File: config.mk
export PLATFORM = sky130hd
export DESIGN_NAME = hazard_stall_ctrl
export DESIGN_NICKNAME = d
export VERILOG_FILES = /design/src/rtl/hazard_stall_ctrl.sv
export SDC_FILE = /design/constraint.sdc
export NUM_CORES = 1
export LEC_CHECK = 0
export CAP_MARGIN = 10
export CELL_PAD_IN_SITES_DETAIL_PLACEMENT = 1
export CELL_PAD_IN_SITES_GLOBAL_PLACEMENT = 1
export CORE_ASPECT_RATIO = 2
export CORE_MARGIN = 2
export CORE_UTILIZATION = 38
export DETAILED_ROUTE_END_ITERATION = 7
export HOLD_SLACK_MARGIN = 0.15
export PLACE_DENSITY_LB_ADDON = 0.08
export REMOVE_ABC_BUFFERS = 1
export SLEW_MARGIN = 30
export SYNTH_ARGS = -nofsm -noshare
export SYNTH_HDL_FRONTEND = slang
export SYNTH_SLANG_ARGS = --single-unit
File: constraint.sdc
create_clock -name clk -period 8.67 [get_ports clk]
set_input_delay 2.1675 -clock clk [delete_from_list [all_inputs] [get_ports clk]]
set_output_delay 2.1675 -clock clk [all_outputs]
set_load 0.02 [all_outputs]
File: src/rtl/hazard_stall_ctrl.sv
// Hazard/stall controller for the 5-stage MIPS pipeline: load-use and no-forward RAW
// stalls, branch flush sequencing, data-memory wait freeze and a stall-cycle counter.
module hazard_stall_ctrl #(
  parameter int FLUSH_CYCLES = 1,
  parameter int MEM_TIMEOUT  = 255,
  parameter int REG_ADDR_W   = 5
) (
  input  logic                  clk,
  input  logic                  rst,
  input  logic [REG_ADDR_W-1:0] src1_ID,
  input  logic [REG_ADDR_W-1:0] src2_ID,
  input  logic                  two_src_ID,
  input  logic [REG_ADDR_W-1:0] dest_EXE,
  input  logic                  wb_en_EXE,
  input  logic                  mem_r_en_EXE,
  input  logic [REG_ADDR_W-1:0] dest_MEM,
  input  logic                  wb_en_MEM,
  input  logic                  fwd_en,
  input  logic                  branch_taken,
  input  logic                  dmem_req,
  input  logic                  dmem_ready,
  output logic                  freeze_pc,
  output logic                  freeze_IF_ID,
  output logic                  bubble_ID_EXE,
  output logic                  flush_IF_ID,
  output logic                  freeze_all,
  output logic                  timeout_err,
  output logic [15:0]           stall_cnt
);

  typedef enum logic [1:0] {RUN, FLUSH, MEM_WAIT} state_t;

  localparam logic [1:0]  FLUSH_INIT = 2'(FLUSH_CYCLES - 1);
  localparam logic [15:0] WAIT_LAST  = 16'(MEM_TIMEOUT - 1);

  state_t      state;
  logic [1:0]  flush_cnt;
  logic [15:0] wait_cnt;

  logic hz_exe, hz_mem, data_hz, mem_stall, mem_tmo;
  logic hold_front, hold_back, bubble, flush;

  assign hz_exe = wb_en_EXE && (dest_EXE != '0) &&
                  ((src1_ID == dest_EXE) || (two_src_ID && (src2_ID == dest_EXE)));
  assign hz_mem = wb_en_MEM && (dest_MEM != '0) &&
                  ((src1_ID == dest_MEM) || (two_src_ID && (src2_ID == dest_MEM)));
  // With forwarding only a load in EXE is uncoverable; without it any pending writer is.
  assign data_hz   = fwd_en ? (hz_exe && mem_r_en_EXE) : (hz_exe || hz_mem);
  assign mem_stall = dmem_req && !dmem_ready;
  // The cycle whose increment would reach the limit gives up instead of freezing.
  assign mem_tmo   = (state == MEM_WAIT) && !dmem_ready && (wait_cnt == WAIT_LAST);

  always_comb begin
    hold_front = 1'b0;
    hold_back  = 1'b0;
    bubble     = 1'b0;
    flush      = 1'b0;
    unique case (state)
      RUN: begin
        if (mem_stall) begin
          hold_front = 1'b1;
          hold_back  = 1'b1;
        end else if (branch_taken) begin
          flush  = 1'b1;
          bubble = 1'b1;
        end else if (data_hz) begin
          hold_front = 1'b1;
          bubble     = 1'b1;
        end
      end
      FLUSH: begin
        if (mem_stall) begin
          hold_front = 1'b1;
          hold_back  = 1'b1;
        end else begin
          flush  = 1'b1;
          bubble = 1'b1;
        end
      end
      MEM_WAIT: begin
        hold_front = !dmem_ready && !mem_tmo;
        hold_back  = !dmem_ready && !mem_tmo;
      end
      default: ;
    endcase
  end

  assign freeze_pc     = !rst && hold_front;
  assign freeze_IF_ID  = !rst && hold_front;
  assign freeze_all    = !rst && hold_back;
  assign bubble_ID_EXE = !rst && bubble;
  assign flush_IF_ID   = !rst && flush;

  always_ff @(posedge clk) begin
    if (rst) begin
      state       <= RUN;
      flush_cnt   <= '0;
      wait_cnt    <= '0;
      stall_cnt   <= '0;
      timeout_err <= 1'b0;
    end else begin
      if (freeze_pc && (stall_cnt != 16'hFFFF))
        stall_cnt <= stall_cnt + 16'd1;
      unique case (state)
        RUN: begin
          if (mem_stall) begin
            state    <= MEM_WAIT;
            wait_cnt <= 16'd1;
          end else if (branch_taken && (FLUSH_CYCLES > 1)) begin
            state     <= FLUSH;
            flush_cnt <= FLUSH_INIT;
          end
        end
        FLUSH: begin
          // flush_cnt is held across a memory wait so the flush resumes afterwards.
          if (mem_stall) begin
            state    <= MEM_WAIT;
            wait_cnt <= 16'd1;
          end else begin
            flush_cnt <= flush_cnt - 2'd1;
            if (flush_cnt == 2'd1)
              state <= RUN;
          end
        end
        MEM_WAIT: begin
          if (dmem_ready || mem_tmo) begin
            wait_cnt <= '0;
            state    <= (flush_cnt != 2'd0) ? FLUSH : RUN;
            if (mem_tmo)
              timeout_err <= 1'b1;
          end else begin
            wait_cnt <= wait_cnt + 16'd1;
          end
        end
        default: state <= RUN;
      endcase
    end
  end

endmodule

==> results of run 1 <==
## where the power goes
part / internal [mW] / switching [mW]
sequential: 0.171 / 0.00153
clock: 0.106 / 0.0702
combinational: 0.0262 / 0.0278
## worst max-delay path, cell delays in order
cell	delay (ps)
clkdlybuf4s50_1	460
or3_1	410
o311a_1	290
a22oi_1	190
o21ba_2	490
inv_1	160
clkdlybuf4s50_1	580
## metrics by stage
stage | power (mW) | utilization | area, µm²
after floorplan | 0.200 | - | 2180
after global placement | 0.230 | 0.486 | 2780
after detailed placement | 0.231 | 0.486 | 2780
after CTS | 0.407 | 0.510 | 2910
after global routing | 0.416 | 0.510 | 2910
final | 0.402 | 0.510 | 2910
## logic make-up after synthesis
family          Yosys count  share of synthesized area
flops                    37                      0.330
mux                       3                     0.0150
compound gates           75                      0.214
fa+ha+maj                 5                     0.0278
simple gates            122                      0.288
xor+xnor                 21                     0.0819
buf+inv                  22                     0.0434
## flip-flops by register name, summed over array words and instances (netlist names)
name and cells:
wait_cnt 16, state 2, timeout_err 1, stall_cnt 16
flush_cnt 2
## per-layer routing
layer  GRT usage  up-vias  wire, µm
met5           0        -         0
met4       0.110        0       244
met3      0.0320       19       227
met2       0.439       58      4110
met1       0.210     1132      2500
li1            -     1134         -
## area by class of cell
type	instances	area share
Clock inverter	2	0.00343
Multi-Input combinational cell	226	0.485
Timing Repair Buffer	52	0.178
Inverter	7	0.00902
Clock buffer	6	0.0442
Tap cell	61	0.0262
Sequential cell	37	0.254
## how the worst min path moves through the flow
stage | from | endpoint | slack, ps
floorplan | wait_cnt[6]$_SDFFE_PP0P_ | wait_cnt[6]$_SDFFE_PP0P_ | 440
global placement | timeout_err$_SDFFE_PP0P_ | timeout_err$_SDFFE_PP0P_ | 460
detailed placement | timeout_err$_SDFFE_PP0P_ | timeout_err$_SDFFE_PP0P_ | 470
CTS | timeout_err$_SDFFE_PP0P_ | timeout_err$_SDFFE_PP0P_ | 480
global route | wait_cnt[6]$_SDFFE_PP0P_ | wait_cnt[6]$_SDFFE_PP0P_ | 510
finish | timeout_err$_SDFFE_PP0P_ | timeout_err$_SDFFE_PP0P_ | 480
## placed cells by master, fill, tap and decap left out, types with 5 or more instances in the layout
master / count
clkbuf_16: 5
nand2_1: 30
dfxtp_1: 37
nor2b_1: 5
inv_1: 7
a21oi_1: 24
or4_1: 7
xnor2_1: 21
or3_1: 6
o21ai_0: 19
and3_1: 7
nand4_1: 5
nor2_1: 26
nand3_1: 13
clkdlybuf4s50_1: 51
ha_1: 5
a311oi_1: 10
==> results.yml, run 1 <==
outcome:
  status: "finished, final reports clean"
sta:
  tightest_slew_ps: 916
  rsz0062_at_grt: "no"
  worst_slack_ps: 1740
  hold_viol: 0
  max_slew_margin: 0.386
  fin_setup_tns_ps: 0
  post-route-min-period_ps: 6930
  setup-violations-final: 0
  report.final.slew_viol_count: 0
  whs_ps: 478
  clock_skew_ps: 4.69
  fmax_mhz: 144
  final.period_utilization: 0.799
final_layout:
  regArea_um2: 741
  diodes: 0
  multi_input_area_mm2: 0.00141
  fill_cells: 708
  final_cells: 391
  drive_gt1_frac: 0.0515
  finalNetCount: 364
  syn_to_final_growth_pct: 29.7
clocking:
  post_cts_resize_count: 0
  cts_tree: "built"
  ctsHoldBuffers: 0
  cts-buffers-inserted: 5
  path_clk_slew_ps: 60
  cts_root_buffer: "clkbuf_16"
  post_cts_buffers: 0
  clk_path_buf_depth: 2
  h-tree-depth: 2
  insertion_delay_ps: 280
  clock_sinks: 37
synthesis:
  synthTopCellsByArea: "dfxtp_1, xnor2_1, a21oi_1"
  synth-seq-cells: 37
  yosysTopAreaCellShare: 0.330
  synth_ff_type: "dfxtp_1"
  yosysSeqAreaShare: 0.330
  synth_area_leader_cell: "dfxtp_1"
  ys_async_sr_fraction: 0
  yosys_warnings: 0
  synthTopCellsByCount: "dfxtp_1, nand2_1, nor2_1"
  yosysUniqueCellTypes: 45
  synth.avg_cell_area_um2: 7.88
  synth_cells: 285
  synth-edff-count: 0
  yosysMostFrequentCell: "dfxtp_1"
  syn_area_mm2: 0.00225
critical_path:
  reg2reg_depth: 9
  ff2ff_setup_slack_ps: 6030
  r2r-start: "wait_cnt[0]$_SDFFE_PP0P_"
  required_ps: 6500
  setup.worst_path.end: "freeze_pc"
  crit_fanout: 29
  startpoint: "dest_MEM[0]"
  start_kind: "input pin"
  cp.arrival_ps: 4760
  r2r-end: "stall_cnt[12]$_SDFFE_PP0P_"
  cp-end-kind: "output pin"
  crit_type: "in -> out"
die:
  dieArea_mm2: 0.00658
  initial_core_util: 0.394
  core_mm2: 0.00571
  rows: 39
  ios: 52
  die_w_um: 58.4
  fp.dieH_um: 113
grt:
  grt_pass1_wl_um: 11400
  grt_use_total: 0.224
  grt_max_degree: 38
  overflow: 0
  grt_pass1_vias: 2386
  antenna_found_initial: 0
power:
  ir_worst_vdd_uv: 178
  leakagePower_nw: 0.932
  power_density_mw_per_mm2: 138
place:
  dp_cells: 383
  io_buffer_count: 51
  hpwl_um: 5440
  dp_worst_setup_slack_ps: 1750
  gp_congestion: 0.840
routing:
  ant_nets: 0
  vias_per_cell: 5.99
  routedWlPerCell_um: 18.1
  vias: 2343
  route.detailed.drc: 0
  drtIter0Drc: 75
  firstDrtPassIters: 4
  wl_um: 7070
flow_run:
  max_cap_viol_count: 0
min_path:
  hold_depth: 2
  hp-class: "reg -> reg"
Note: power is estimated with default switching activity, not from simulation.
==> inputs of run 2 (changes only) <==
Settings changed: CORE_UTILIZATION 38 to 33.
Clock period 8.67 ns to 5.67 ns, I/O delays scaled along.
==> run 2 against run 1 <==
Utilization fell by 6.3 points. Power rose by 57%. Critical path type unchanged. Die area rose by 14%. Register-to-register slack got worse by 3000 ps. Largest power group unchanged.
==> results.yml, run 2 (synthesis results as in run 1) <==
grt:
  overflow: 0
  grt_pass1_vias: 2458
  antenna_found_initial: 0
  grt_pass1_wl_um: 12300
  grt_max_degree: 38
  grt_use_total: 0.210
power:
  netSwitchingPower_mw: 0.157
  clkPwrFrac: 0.449
  internal-power_mw: 0.475
  p_comb_frac: 0.133
  p_sw_frac: 0.249
  seqPwrFrac: 0.418
  ir_worst_vdd_uv: 149
  power_density_mw_per_mm2: 213
  leakagePower_nw: 0.935
clocking:
  clk_path_buf_depth: 2
  insertion_delay_ps: 290
  clock_sinks: 37
  post_cts_buffers: 0
  h-tree-depth: 2
  cts-buffers-inserted: 5
  path_clk_slew_ps: 60
  ctsHoldBuffers: 0
  cts_tree: "built"
  post_cts_resize_count: 0
  cts_root_buffer: "clkbuf_16"
critical_path:
  crit_family: "buffers and inverters"
  crit_fanout: 3
  r2r-end: "stall_cnt[6]$_SDFFE_PP0P_"
  worstPathCellList: "clkdlybuf4s50_1 -> xnor2_1 -> nand2_1 -> o22ai_1 -> a22oi_1 -> a2111oi_0 -> clkdlybuf4s50_1"
  crit_type: "in -> out"
  cp.buffers_inverters: 2
  r2r-start: "wait_cnt[0]$_SDFFE_PP0P_"
  cp.arrival_ps: 3710
  reg2reg_depth: 10
  max_stage_delay_ps: 680
  ff2ff_setup_slack_ps: 3010
  required_ps: 4250
  start_kind: "input pin"
  crit_top_cell: "clkdlybuf4s50_1"
  cp-end-kind: "output pin"
  cp_slowest_cell: "clkdlybuf4s50_1"
final_layout:
  fill_cells: 835
  syn_to_final_growth_pct: 31.8
  final_common_cell: "clkdlybuf4s50_1"
  diodes: 0
  reg.largest.list: "stall_cnt (16), wait_cnt (16)"
  final_cell_mix: "clkdlybuf4s50_1, dfxtp_1, nand2_1"
  drive_gt1_frac: 0.0545
  finalNetCount: 365
  final_cells: 418
sta:
  final.period_utilization: 0.904
  fin_setup_tns_ps: 0
  rsz0062_at_grt: "no"
  tightest_slew_ps: 954
  hold_viol: 0
  report.final.slew_viol_count: 0
  whs_ps: 476
  clock_skew_ps: 8.71
  worst_slack_ps: 545
  max_slew_margin: 0.361
  setup-violations-final: 0
  fmax_mhz: 195
  post-route-min-period_ps: 5130
routing:
  vias: 2354
  firstDrtPassIters: 4
  route.detailed.drc: 0
  wl_um: 7400
  ant_nets: 0
  vias_per_cell: 5.63
  drtIter0Drc: 60
  routedWlPerCell_um: 17.7
flow_run:
  max_cap_viol_count: 0
min_path:
  hp-start: "timeout_err$_SDFFE_PP0P_"
  hp-class: "reg -> reg"
  holdPathEnd: "timeout_err$_SDFFE_PP0P_"
  hold_depth: 2
die:
  fp.dieH_um: 121
  ios: 52
  dieArea_mm2: 0.00753
  die_w_um: 62.4
  initial_core_util: 0.339
  core_mm2: 0.00662
  rows: 42
place:
  hpwl_um: 5700
  dp_cells: 411
  io_buffer_count: 51
  dp_worst_setup_slack_ps: 518
  gp_congestion: 0.849
outcome:
  status: "finished, final reports clean"
run 2: worst max path at each step:
stage	endpoint	from	slack [ps]	cells past startpoint
floorplan	bubble_ID_EXE	dest_EXE[2]	1230	5
global placement	bubble_ID_EXE	dest_MEM[2]	520	7
detailed placement	bubble_ID_EXE	dest_MEM[2]	520	7
CTS	bubble_ID_EXE	dest_MEM[2]	510	7
global route	bubble_ID_EXE	dest_EXE[2]	430	7
finish	bubble_ID_EXE	dest_MEM[2]	540	7
run 2: area by class of cell:
class	instances	area, µm²	share of cell area
clock buffers	6	139	0.0469
clock inverters	1	7.51	0.00253
inverters	7	26.3	0.00887
multi-input cells	226	1410	0.477
flip-flops and latches	37	741	0.250
well taps	88	110	0.0372
repair buffers	53	526	0.177
run 2: power by group through the flow:
| stage | Combinational, mW | Sequential, mW | Clock (mW) |
|---|---|---|---|
| floorplan | 0.0356 | 0.270 | 0 |
| global placement | 0.0838 | 0.270 | 0 |
| global route | 0.0921 | 0.265 | 0.297 |
| detailed placement | 0.0847 | 0.270 | 0 |
| finish | 0.0840 | 0.264 | 0.284 |
| CTS | 0.0853 | 0.264 | 0.289 |
run 2: through the flow:
stage               utilization  instance area [µm²]  power, mW
floorplan                     -                 2180      0.306
finish                    0.447                 2960      0.632
detailed placement        0.425                 2820      0.355
global route              0.447                 2960      0.654
global placement          0.425                 2820      0.354
CTS                       0.447                 2960      0.639
run 2: metal layers:
layer  track usage  vias to the layer above  routed length [µm]
li1              -                     1132                   -
met1         0.192                     1151                2590
met2         0.433                       51                4350
met3        0.0344                       20                 202
met4        0.0944                        0                 252
met5             0                        -                   0
run 2: worst register-to-register path: cells and delay by family (launching register included):
| family | cells | cell delay (ps) |
|---|---|---|
| adders and majority gates | 1 | 220 |
| buffers and inverters | 2 | 300 |
| and+or+nand+nor | 4 | 910 |
| muxes | 1 | 370 |
| AOI/OAI and AO/OA | 2 | 360 |
| DFF | 1 | 390 |
